**src/rtl/drop_controller.sv**
```systemverilog
`default_nettype none
// +--------------------------------------------------------------------------+
// | Module     : drop_controller                                             |
// | Description: Falling-block game sequencer: spawn, gravity and player     |
// |              steps, lock, row scan/shift and BCD scoring.                |
// | Options    : SOFT_DROP_SCORE_EN - player down steps each add 1 point.    |
// | Revision   : 1.0 - initial release                                       |
// +--------------------------------------------------------------------------+
module drop_controller #(
  parameter int unsigned CLK_PER_TICK = 6250000
) (
  input  logic        clk,
  input  logic        reset,
  input  logic [1:0]  velocity,
  input  logic [2:0]  move_req,
  input  logic        collide,
  input  logic        spawn_blocked,
  input  logic        row_full,
  input  logic        shift_done,
  output logic        step_en,
  output logic [2:0]  step_code,
  output logic        spawn,
  output logic        lock_pulse,
  output logic        shift_req,
  output logic [4:0]  row_idx,
  output logic [15:0] score_bcd,
  output logic        game_over,
  output logic [2:0]  state
);

  typedef enum logic [2:0] {
    S_SPAWN     = 3'd0,
    S_SPAWN_CHK = 3'd1,
    S_FALL      = 3'd2,
    S_LOCK      = 3'd3,
    S_SCAN      = 3'd4,
    S_SHIFT     = 3'd5,
    S_SCORE     = 3'd6,
    S_OVER      = 3'd7
  } state_t;

  localparam logic [2:0] C_MV_DOWN  = 3'b010;
  localparam logic [2:0] C_MV_RIGHT = 3'b100;
  localparam logic [2:0] C_MV_NONE  = 3'b101;
  localparam logic [4:0] C_ROW_LAST = 5'd19;
  localparam int         CNT_W      = $clog2(4 * CLK_PER_TICK);

  state_t             r_state;
  logic [CNT_W-1:0]   r_grav;
  logic [2:0]         r_prev_move;
  logic               r_pend_valid;
  logic [2:0]         r_pend_code;
  logic [4:0]         r_row;
  logic [2:0]         r_lines;
  logic [15:0]        r_score;

  state_t             w_state_nxt;
  logic [CNT_W-1:0]   w_grav_nxt;
  logic               w_pend_valid_nxt;
  logic [2:0]         w_pend_code_nxt;
  logic [4:0]         w_row_nxt;
  logic [2:0]         w_lines_nxt;
  logic [15:0]        w_score_nxt;
  logic               w_step_en;
  logic [2:0]         w_step_cand;
  logic               w_spawn;
  logic               w_lock;
  logic               w_shift;
  logic [2:0]         w_mult;
  logic [CNT_W-1:0]   w_last;
  logic               w_tick;
  logic               w_move_edge;

  // Four-digit BCD add of a small value; any carry out of the top digit pins at 9999.
  function automatic logic [15:0] bcd_add(input logic [15:0] a, input logic [3:0] b);
    logic [15:0] r;
    logic [4:0]  d;
    logic        c;
    r = '0;
    c = 1'b0;
    for (int i = 0; i < 4; i++) begin
      d = {1'b0, a[4*i +: 4]} + ((i == 0) ? {1'b0, b} : 5'd0) + {4'd0, c};
      if (d > 5'd9) begin
        r[4*i +: 4] = 4'(d - 5'd10);
        c           = 1'b1;
      end else begin
        r[4*i +: 4] = d[3:0];
        c           = 1'b0;
      end
    end
    if (c) begin
      r = 16'h9999;
    end
    return r;
  endfunction

  function automatic logic [3:0] line_points(input logic [2:0] n);
    case (n)
      3'd0:    return 4'd0;
      3'd1:    return 4'd1;
      3'd2:    return 4'd3;
      3'd3:    return 4'd5;
      default: return 4'd8;
    endcase
  endfunction

  assign w_mult      = 3'd4 - {1'b0, velocity};
  assign w_last      = CNT_W'(CLK_PER_TICK * 32'(w_mult) - 32'd1);
  // >= rather than == so a velocity change mid-count cannot strand the counter past its wrap.
  assign w_tick      = (r_state == S_FALL) && (r_grav >= w_last);
  assign w_move_edge = (move_req != r_prev_move) && (move_req <= C_MV_RIGHT);

  always_comb begin
    w_state_nxt      = r_state;
    w_grav_nxt       = r_grav;
    w_pend_valid_nxt = r_pend_valid;
    w_pend_code_nxt  = r_pend_code;
    w_row_nxt        = r_row;
    w_lines_nxt      = r_lines;
    w_score_nxt      = r_score;
    w_step_en        = 1'b0;
    w_step_cand      = C_MV_NONE;
    w_spawn          = 1'b0;
    w_lock           = 1'b0;
    w_shift          = 1'b0;

    case (r_state)
      S_SPAWN: begin
        w_spawn     = 1'b1;
        w_state_nxt = S_SPAWN_CHK;
      end

      S_SPAWN_CHK: begin
        w_grav_nxt       = '0;
        w_pend_valid_nxt = 1'b0;
        w_state_nxt      = spawn_blocked ? S_OVER : S_FALL;
      end

      S_FALL: begin
        w_grav_nxt = w_tick ? '0 : r_grav + CNT_W'(1);
        if (w_tick) begin
          w_step_cand = C_MV_DOWN;
          w_step_en   = ~collide;
          if (collide) begin
            w_state_nxt = S_LOCK;
          end
        end else if (r_pend_valid) begin
          w_step_cand      = r_pend_code;
          w_step_en        = ~collide;
          w_pend_valid_nxt = 1'b0;
          if (collide && (r_pend_code == C_MV_DOWN)) begin
            w_state_nxt = S_LOCK;
          end
`ifdef SOFT_DROP_SCORE_EN
          if (!collide && (r_pend_code == C_MV_DOWN)) begin
            w_score_nxt = bcd_add(r_score, 4'd1);
          end
`endif
        end
        // A fresh edge always overwrites whatever is still waiting.
        if (w_move_edge) begin
          w_pend_valid_nxt = 1'b1;
          w_pend_code_nxt  = move_req;
        end
        if (w_state_nxt == S_LOCK) begin
          w_pend_valid_nxt = 1'b0;
        end
      end

      S_LOCK: begin
        w_lock      = 1'b1;
        w_lines_nxt = 3'd0;
        w_row_nxt   = C_ROW_LAST;
        w_state_nxt = S_SCAN;
      end

      S_SCAN: begin
        if (row_full) begin
          w_shift     = 1'b1;
          w_lines_nxt = (r_lines == 3'd4) ? r_lines : r_lines + 3'd1;
          w_state_nxt = S_SHIFT;
        end else if (r_row == 5'd0) begin
          w_state_nxt = S_SCORE;
        end else begin
          w_row_nxt = r_row - 5'd1;
        end
      end

      // row_idx is held so the row that dropped into place is scanned again.
      S_SHIFT: begin
        if (shift_done) begin
          w_state_nxt = S_SCAN;
        end
      end

      S_SCORE: begin
        w_score_nxt = bcd_add(r_score, line_points(r_lines));
        w_state_nxt = S_SPAWN;
      end

      S_OVER: begin
        w_state_nxt = S_OVER;
      end

      default: begin
        w_state_nxt = S_SPAWN;
      end
    endcase
  end

  always_ff @(posedge clk) begin
    if (reset) begin
      r_state      <= S_SPAWN;
      r_grav       <= '0;
      r_prev_move  <= C_MV_NONE;
      r_pend_valid <= 1'b0;
      r_pend_code  <= C_MV_NONE;
      r_row        <= 5'd0;
      r_lines      <= 3'd0;
      r_score      <= 16'h0000;
    end else begin
      r_state      <= w_state_nxt;
      r_grav       <= w_grav_nxt;
      r_prev_move  <= move_req;
      r_pend_valid <= w_pend_valid_nxt;
      r_pend_code  <= w_pend_code_nxt;
      r_row        <= w_row_nxt;
      r_lines      <= w_lines_nxt;
      r_score      <= w_score_nxt;
    end
  end

  // Pulses are masked while reset is held so nothing leaks out of the reset cycle.
  assign step_en    = w_step_en & ~reset;
  assign step_code  = step_en ? w_step_cand : C_MV_NONE;
  assign spawn      = w_spawn & ~reset;
  assign lock_pulse = w_lock & ~reset;
  assign shift_req  = w_shift & ~reset;
  assign row_idx    = r_row;
  assign score_bcd  = r_score;
  assign game_over  = (r_state == S_OVER);
  assign state      = r_state;

endmodule
`default_nettype wire
```
**config.mk**
```make
export PLATFORM = sky130hd
export DESIGN_NAME = drop_controller
export DESIGN_NICKNAME = d
export VERILOG_FILES = /design/src/rtl/drop_controller.sv
export SDC_FILE = /design/constraint.sdc
export NUM_CORES = 1
export LEC_CHECK = 0
export CAP_MARGIN = 20
export CORE_AREA = 2 2 111 81
export CTS_CLUSTER_DIAMETER = 30
export CTS_CLUSTER_SIZE = 40
export DETAILED_ROUTE_END_ITERATION = 7
export DIE_AREA = 0 0 113 83
export PLACE_DENSITY_LB_ADDON = 0.3
export SLEW_MARGIN = 25
export SYNTH_ARGS = -nofsm -noshare
export SYNTH_HDL_FRONTEND = slang
export SYNTH_SLANG_ARGS = --single-unit
export TNS_END_PERCENT = 100
```
**constraint.sdc**
```tcl
create_clock -name clk -period 5.7 [get_ports clk]
set_clock_uncertainty 0.2 [all_clocks]
set_input_delay 1.14 -clock clk [delete_from_list [all_inputs] [get_ports clk]]
set_output_delay 1.14 -clock clk [all_outputs]
set_load 0.02 [all_outputs]
```
* After elaboration in Yosys (flattened, before gate mapping) *
Index checks and enable logic that the tools add are counted.

storage, ports and cells
  memories = 0
  memory bits (writable) = 0
  register bits = 59
  word-level logic and storage cells = 116
  latch bits = 0
  input bits = 11
  bits in read-only memories = 0

operators by class
  equality and inequality tests = 21
  mux-type cells = 48
  bitwise logic cells = 6
  $lt $le $gt $ge = 6
  reduce and logical (&&, ||, !) cells = 13
  multiply operators = 1
  add/sub/neg operators = 13
  divide/modulo/power cells = 0
  shift operators = 0

operators with widths
  operator                 count
  $pmux W25 S2             1
  $mux W3                  15
  $add A25 B1 Y25 const B  1
  $ge A25 B25 Y1           1
  $mux W25                 1
  $sub A25 B1 Y25 const B  1
  $pmux W3 S8              1
  $mul A19 B3 Y21 const A  1
  $gt A5 B4 Y1 const B     4
  $mux W4                  5
  $eq A3 B2 Y1 const B     6
  $mux W1                  18
  $mux W16                 1
  $pmux W4 S4              1
  $sub A4 B4 Y4 const B    4
  $add A4 B1 Y5            3
  $eq A3 B3 Y1 const B     5
  $mux W5                  2
  $ne A2 B2 Y1 const B     5
  $pmux W5 S2              1
  $eq A3 B1 Y1 const B     2
  $logic_not A3 Y1         2
  $pmux W3 S2              1
  $reduce_and A2 Y1        3
  15 further kinds         23

* Longest topological paths before layout *
Gate-level depths: netlist of the first run.

  depth after elaboration = 20
  gate-level depth with buffers = 33
  mapped depth without buffers = 32

* Worst setup path after synthesis of the first run *
OpenSTA, ideal clock, no wires.

  path kind = reg-to-reg
  start = reg r_lines[0]
  end = reg r_score[5] (netlist: score_bcd[5])
  slack = 18 ps
  stages on the path, launching flop included = 32
  data arrival time = 5417 ps
  cell sequence = dfxtp_1 > ha_1 > ha_1 > o21bai_1 > ha_1 > inv_1 > fa_1 > xor2_1 > nand2_1 > a21oi_1 > inv_1 > ha_1 > ha_1 > inv_1 > a21oi_1 > a21oi_1 > inv_1 > ha_1 > ha_1 > inv_1 > a21oi_1 > a21oi_1 > inv_1 > ha_1 > ha_1 > nand2b_1 > a31oi_1 > a21oi_1 > a21oi_1 > buf_2 > a22oi_1 > nor2_1

between the ends
  word-level cells in the longest chain between the ends = 20
  elaborated cells on any way between the ends = 25
  classes of those cells = 5 x add/sub; 4 x order compare; 3 x eq/ne; 12 x mux; 1 x reduce/logical

ends and longest elaborated chain
  item                                  line  RTL
  start: declaration                    54    logic [2:0] r_lines;
  start signal: assignment              228   r_lines <= w_lines_nxt;
  $eq A3 B2 Y1 (tied with other cells)  98    case (n)
  $pmux W4 S4 (*)                       98
  $mux W4 (*)                           127   case (r_state)
  $add A4 B4 Y5 (*)                     82    d = {1'b0, a[4*i +: 4]} + ((i == 0) ? {1'b0, b} : 5'd0) + {4'd0, c};
  $gt A5 B4 Y1 (*)                      83    if (d > 5'd9) begin
  $mux W1 (*)                           83
  $mux W1 (*)                           127
  $add A4 B1 Y5 (*)                     82
  (+4 left out)                         n/a
  $gt A5 B4 Y1                          83
  $mux W1                               83
  $mux W1                               127
  $add A4 B1 Y5                         82
  $gt A5 B4 Y1                          83
  $mux W1                               83
  $mux W1                               127
  $mux W16 (*)                          91    if (c) begin
  end signal: assignment                229   r_score <= w_score_nxt;
  end: declaration                      55    logic [15:0] r_score;

Mark *: on every way between the ends. The rest lies on a longest branch, timed or not. The select of a mux whose other input is x is not followed.
A chain may end at the register's enable or synchronous reset.

* Final worst setup path of the first run *
  start = in velocity[1]
  end = out step_code[1]

between the ends
  word-level cells in the longest chain between the ends = 9
  elaborated cells on any way between the ends = 11
  classes of those cells = 2 x add/sub; 1 x mul; 1 x order compare; 5 x mux; 1 x bitwise; 1 x reduce/logical

ends and longest elaborated chain
  item                     line  RTL
  start: declaration       14    input logic [1:0] velocity,
  $sub A3 B2 Y3 (*)        107   assign w_mult = 3'd4 - {1'b0, velocity};
  $mul A19 B3 Y21 (*)      108   assign w_last = CNT_W'(CLK_PER_TICK * 32'(w_mult) - 32'd1);
  $sub A25 B1 Y25 (*)      108
  $ge A25 B25 Y1 (*)       110   assign w_tick = (r_state == S_FALL) && (r_grav >= w_last);
  $logic_and A1 B1 Y1 (*)  110
  $mux W1                  141   if (w_tick) begin
  $mux W1                  127
  $and A1 B1 Y1            234   assign step_en = w_step_en & ~reset;
  $mux W3 (*)              235   assign step_code = step_en ? w_step_cand : C_MV_NONE;
  end: declaration         21    output logic [2:0] step_code,

Mark *: on every way between the ends. The rest lies on a longest branch, timed or not.

==> results by group, run 1 <==
Outcome
  • Status: finished with violations
  • Failing checks: DRC

Detailed routing
  • Final wirelength: around 11 mm
  • DRC violations left: 2
  • Post-DR wirelength/cell: 15.6 um
  • Drt initial violations: about 340
  • 1st-pass router iterations: 7
  • Antenna-violating nets left: 0
  • Vias/cell: 5.93
  • Vias: 4208

Synthesis
  • Synth Area in Simple Gates: 25.3%
  • Syn Inst Count: 537
  • Distinct cell type count after synthesis: 57
  • Synth warn: 0
  • Main combinational cell family by area after synthesis: simple AND/OR/NAND/NOR gates
  • EDFF count, synth: 0
  • Synth area leader: dfxtp_1
  • Synth Flop Type: dfxtp_1
  • Post-Syn Area per Cell: 7.83 sq um
  • Mux contribution to synthesized area: 1.67%
  • Synth async-reset ratio: 0%
  • Synth Area in Compound Gates: 19.8%
  • Top post-synthesis cells by area: dfxtp_1, ha_1, a21oi_1
  • Share of the synthesized area in the top cell type: 28.1%
  • Seq/Total Area, Yosys: 28.1%
  • Fraction of the mapped netlist area in adder cells: 14.9%
  • XOR/XNOR share of the synthesized area: 4.17%
  • Post-synthesis register bit count: 59
  • Cell area after synthesis: between 0.004 and 0.005 sq mm

Die
  • Die Area: 0.00938 sq mm
  • Initial cell density of the core: 50.9%
  • Die width: ~110 um
  • Core area: 0.00827 sq mm
  • Chip Height: 83 um
  • Io pins: 43
  • Core Rows: 28

Global route
  • First-pass GRT wire length: 18.2 mm
  • Vias in the first global route: between 3000 and 4000
  • GRT overflow: 0
  • Initial antenna violation count: 0
  • Gr usage total: 23.6%
  • Largest net degree at the start of global routing: 41

Critical path
  • Cell mode on critical path: ha_1
  • CP top delay family: compound AO/OA/AOI/OAI gates
  • Startpoint types: input pin
  • Setup crit end kind: output pin
  • RR Startpoint: r_lines[0]$_SDFFE_PP0P_
  • Crit path max-delay cell type: clkdlybuf4s50_1
  • CP max FO: 4
  • Reg-to-reg slack, setup: 300 ps
  • Max stage delay on crit path: between 400 and 500 ps
  • Worst setup path category: in2out
  • Crit path required time: 4360 ps
  • WP buf/inv: 3
  • CP cell instances: clkdlybuf4s50_1, inv_1, ha_1, xor2_1, ha_1, a41oi_2, nand2b_1, a32oi_1, ha_1, a21o_1, a21oi_1, nor2_1, nor3_2, nand2b_4, o21a_1, clkbuf_2
  • CP arrival: between 4000 and 5000 ps
  • Crit path from: velocity[1]

Clock network
  • Clk slew on worst S/H paths: 50 ps
  • CTS buffer count: 9
  • CTS Root Cell: clkbuf_16
  • Deepest clock path buffer count: 2
  • CTS tree: built
  • Worst-skew pair later-pin latency: approximately 330 ps
  • Clk sink count: 59
  • H-tree Lvls: 3

Finish
  • # diodes: 0
  • Area Overhead vs Synth: 27.2%
  • Final non-filler cell area: 0.00535 sq mm
  • Filler cells: 676
  • Layout cells sized above 1: a little over an eighth
  • NumNets Final: between 600 and 700

Timing
  • Max Slew Vio Count: 0
  • Worst Tran Pin Value: 800 ps
  • Final setup viols: 0
  • Final period utilization: 97.0%
  • Slew HR: 46.5%
  • Hold Worst Slack: 297 ps
  • Hold Vio Cnt, Final: 0
  • Fmax: 181 MHz
  • Min Clock Period, post-route: 5530 ps

Pwr
  • PwrDens: 246 mW/mm^2
  • Leak pwr: 2.13 nW
  • Worst VDD drop: between 0.15 and 0.2 mV

Placement
  • Dpl hpwl: 7.73 mm
  • Gp weighted congestion: 0.884
  • I/O Buffers: 42
  • Placed cell area: 0.00485 sq mm

Flow run
  • Max cap viols: 0

Hold path
  • Worst hold start: r_lines[0]$_SDFFE_PP0P_
  • Hold WC Path Type: reg2reg
## cells in the mapped netlist, drive strengths merged (2+ instances only)
| library cell | number |
|---|---|
| dfxtp | 59 |
| nand2 | 53 |
| ha | 47 |
| nor2 | 46 |
| inv | 41 |
| a21oi | 39 |
| nand3 | 21 |
| nand4 | 20 |
| o21ai | 18 |
| a31oi | 16 |
| clkbuf | 13 |
| a211oi | 12 |
| nand2b | 11 |
| xnor2 | 11 |
| nor3 | 10 |
| buf | 9 |
| xor2 | 9 |
| a22oi | 8 |
| o22ai | 8 |
| and3 | 7 |
| mux2i | 7 |
| nor2b | 7 |
| o311ai | 7 |
| and2 | 6 |
| nor4 | 6 |
| and4 | 5 |
| or2 | 4 |
| or3 | 4 |
| a21o | 3 |
| nor4b | 3 |
| o21a | 3 |
| a211o | 2 |
| a41oi | 2 |
| and4b | 2 |
| fa | 2 |
| o211ai | 2 |
| o21bai | 2 |
## tightest hold or removal path: stages, from the launching register on
cell and delay [ps]:
dfxtp_4 350, nand2_1 50, a21oi_1 50
## cell usage in the layout (no fill, tap or decap), drive strengths merged, types with 8 or more instances in the layout
cell           Yosys  final
a211oi            12     12
a21oi             39     39
a22oi              8      8
a31oi             16     16
buf                9     31
clkbuf            13     15
clkdlybuf4s50      0     38
dfxtp             59     59
ha                47     47
inv               41     41
nand2             53     53
nand2b            11     11
nand3             21     21
nand4             20     20
nor2              46     46
nor3              10     10
o21ai             18     18
o22ai              8      8
xnor2             11     11
xor2               9      9
## power breakdown
| part | switching (mW) | internal, mW |
|---|---|---|
| Sequential | 0.0280 | 0.431 |
| Combinational | 0.135 | 0.0997 |
| Clock | 0.188 | 0.437 |
| Total | 0.351 | 0.968 |
## worst paths after layout
| path | endpoint | cells past startpoint |
|---|---|---|
| hold reg to reg | r_lines[0]$_SDFFE_PP0P_ | 2 |
| setup reg to reg | score_bcd[2]$_SDFFE_PP0P_ | 30 |
| hold / removal | r_lines[0]$_SDFFE_PP0P_ | 2 |
| setup / recovery | step_code[1] | 16 |
## per-layer routing
metal | wire (um) | up-vias | GRT usage, %
met2 | 5010 | 142 | 35.7
li1 | - | 2069 | -
met3 | 733 | 17 | 5.26
met1 | 5170 | 1980 | 33.4
met5 | 0 | - | 0
met4 | 146 | 0 | 7.32
## what timing repair did
action,in CTS,in global routing
hold buffers,0,0
endpoints found under the setup margin,17,20
gates resized for setup,9,35
pin swaps,1,11
buffers inserted,0,6
## per-stage QoR
stage | setup TNS (ps) | std cells | worst slack (ps) | util [%] | total power [mW]
6_report | 0 | 710 | 172 | 64.7 | 1.32
5_1_grt | -486 | 710 | -87.0 | 64.7 | 1.37
4_1_cts | 0 | 704 | 1.64 | 63.0 | 1.32
3_5_place_dp | -1160 | 688 | -329 | 58.7 | 0.694
3_3_place_gp | -721 | 688 | -198 | 58.7 | 0.686
2_1_floorplan | 0 | 538 | 18.1 | - | 0.611
## cell families (layout without fill, tap and decap cells)
logic type,count (synthesis),count (layout)
buf+inv,63,130
simple gates,208,208
fa+ha+maj,49,49
mux,7,7
other cells,1,2
compound gates,130,130
flops,59,59
xor+xnor,20,20
## registers in the layout, indices dropped and copies added (netlist names)
| register | flops |
|---|---|
| r_grav | 25 |
| score_bcd | 16 |
| row_idx | 5 |
| r_lines | 3 |
| r_pend_code | 3 |
| r_prev_move | 3 |
| state | 3 |
| r_pend_valid | 1 |
## final cells by class
cell class,instances,area (sq um),area share [%]
clock inverters,5,100,1.87
flip-flops and latches,59,1190,22.2
multi-input cells,416,2890,54.1
clock buffers,11,243,4.54
inverters,41,154,2.88
repair buffers,73,641,12.0
well taps,105,131,2.46
Power figures use the tool's default switching activity.
==> inputs of run 2 (changes only) <==
--- a/config.mk
+++ b/config.mk
@@ -12,7 +12,6 @@
 export DETAILED_ROUTE_END_ITERATION = 7
 export DIE_AREA = 0 0 113 83
 export PLACE_DENSITY_LB_ADDON = 0.3
-export SLEW_MARGIN = 25
 export SYNTH_ARGS = -nofsm -noshare
 export SYNTH_HDL_FRONTEND = slang
 export SYNTH_SLANG_ARGS = --single-unit
==> results of run 2 <==
Final layout, timing and power as in run 1 (identical DEF).
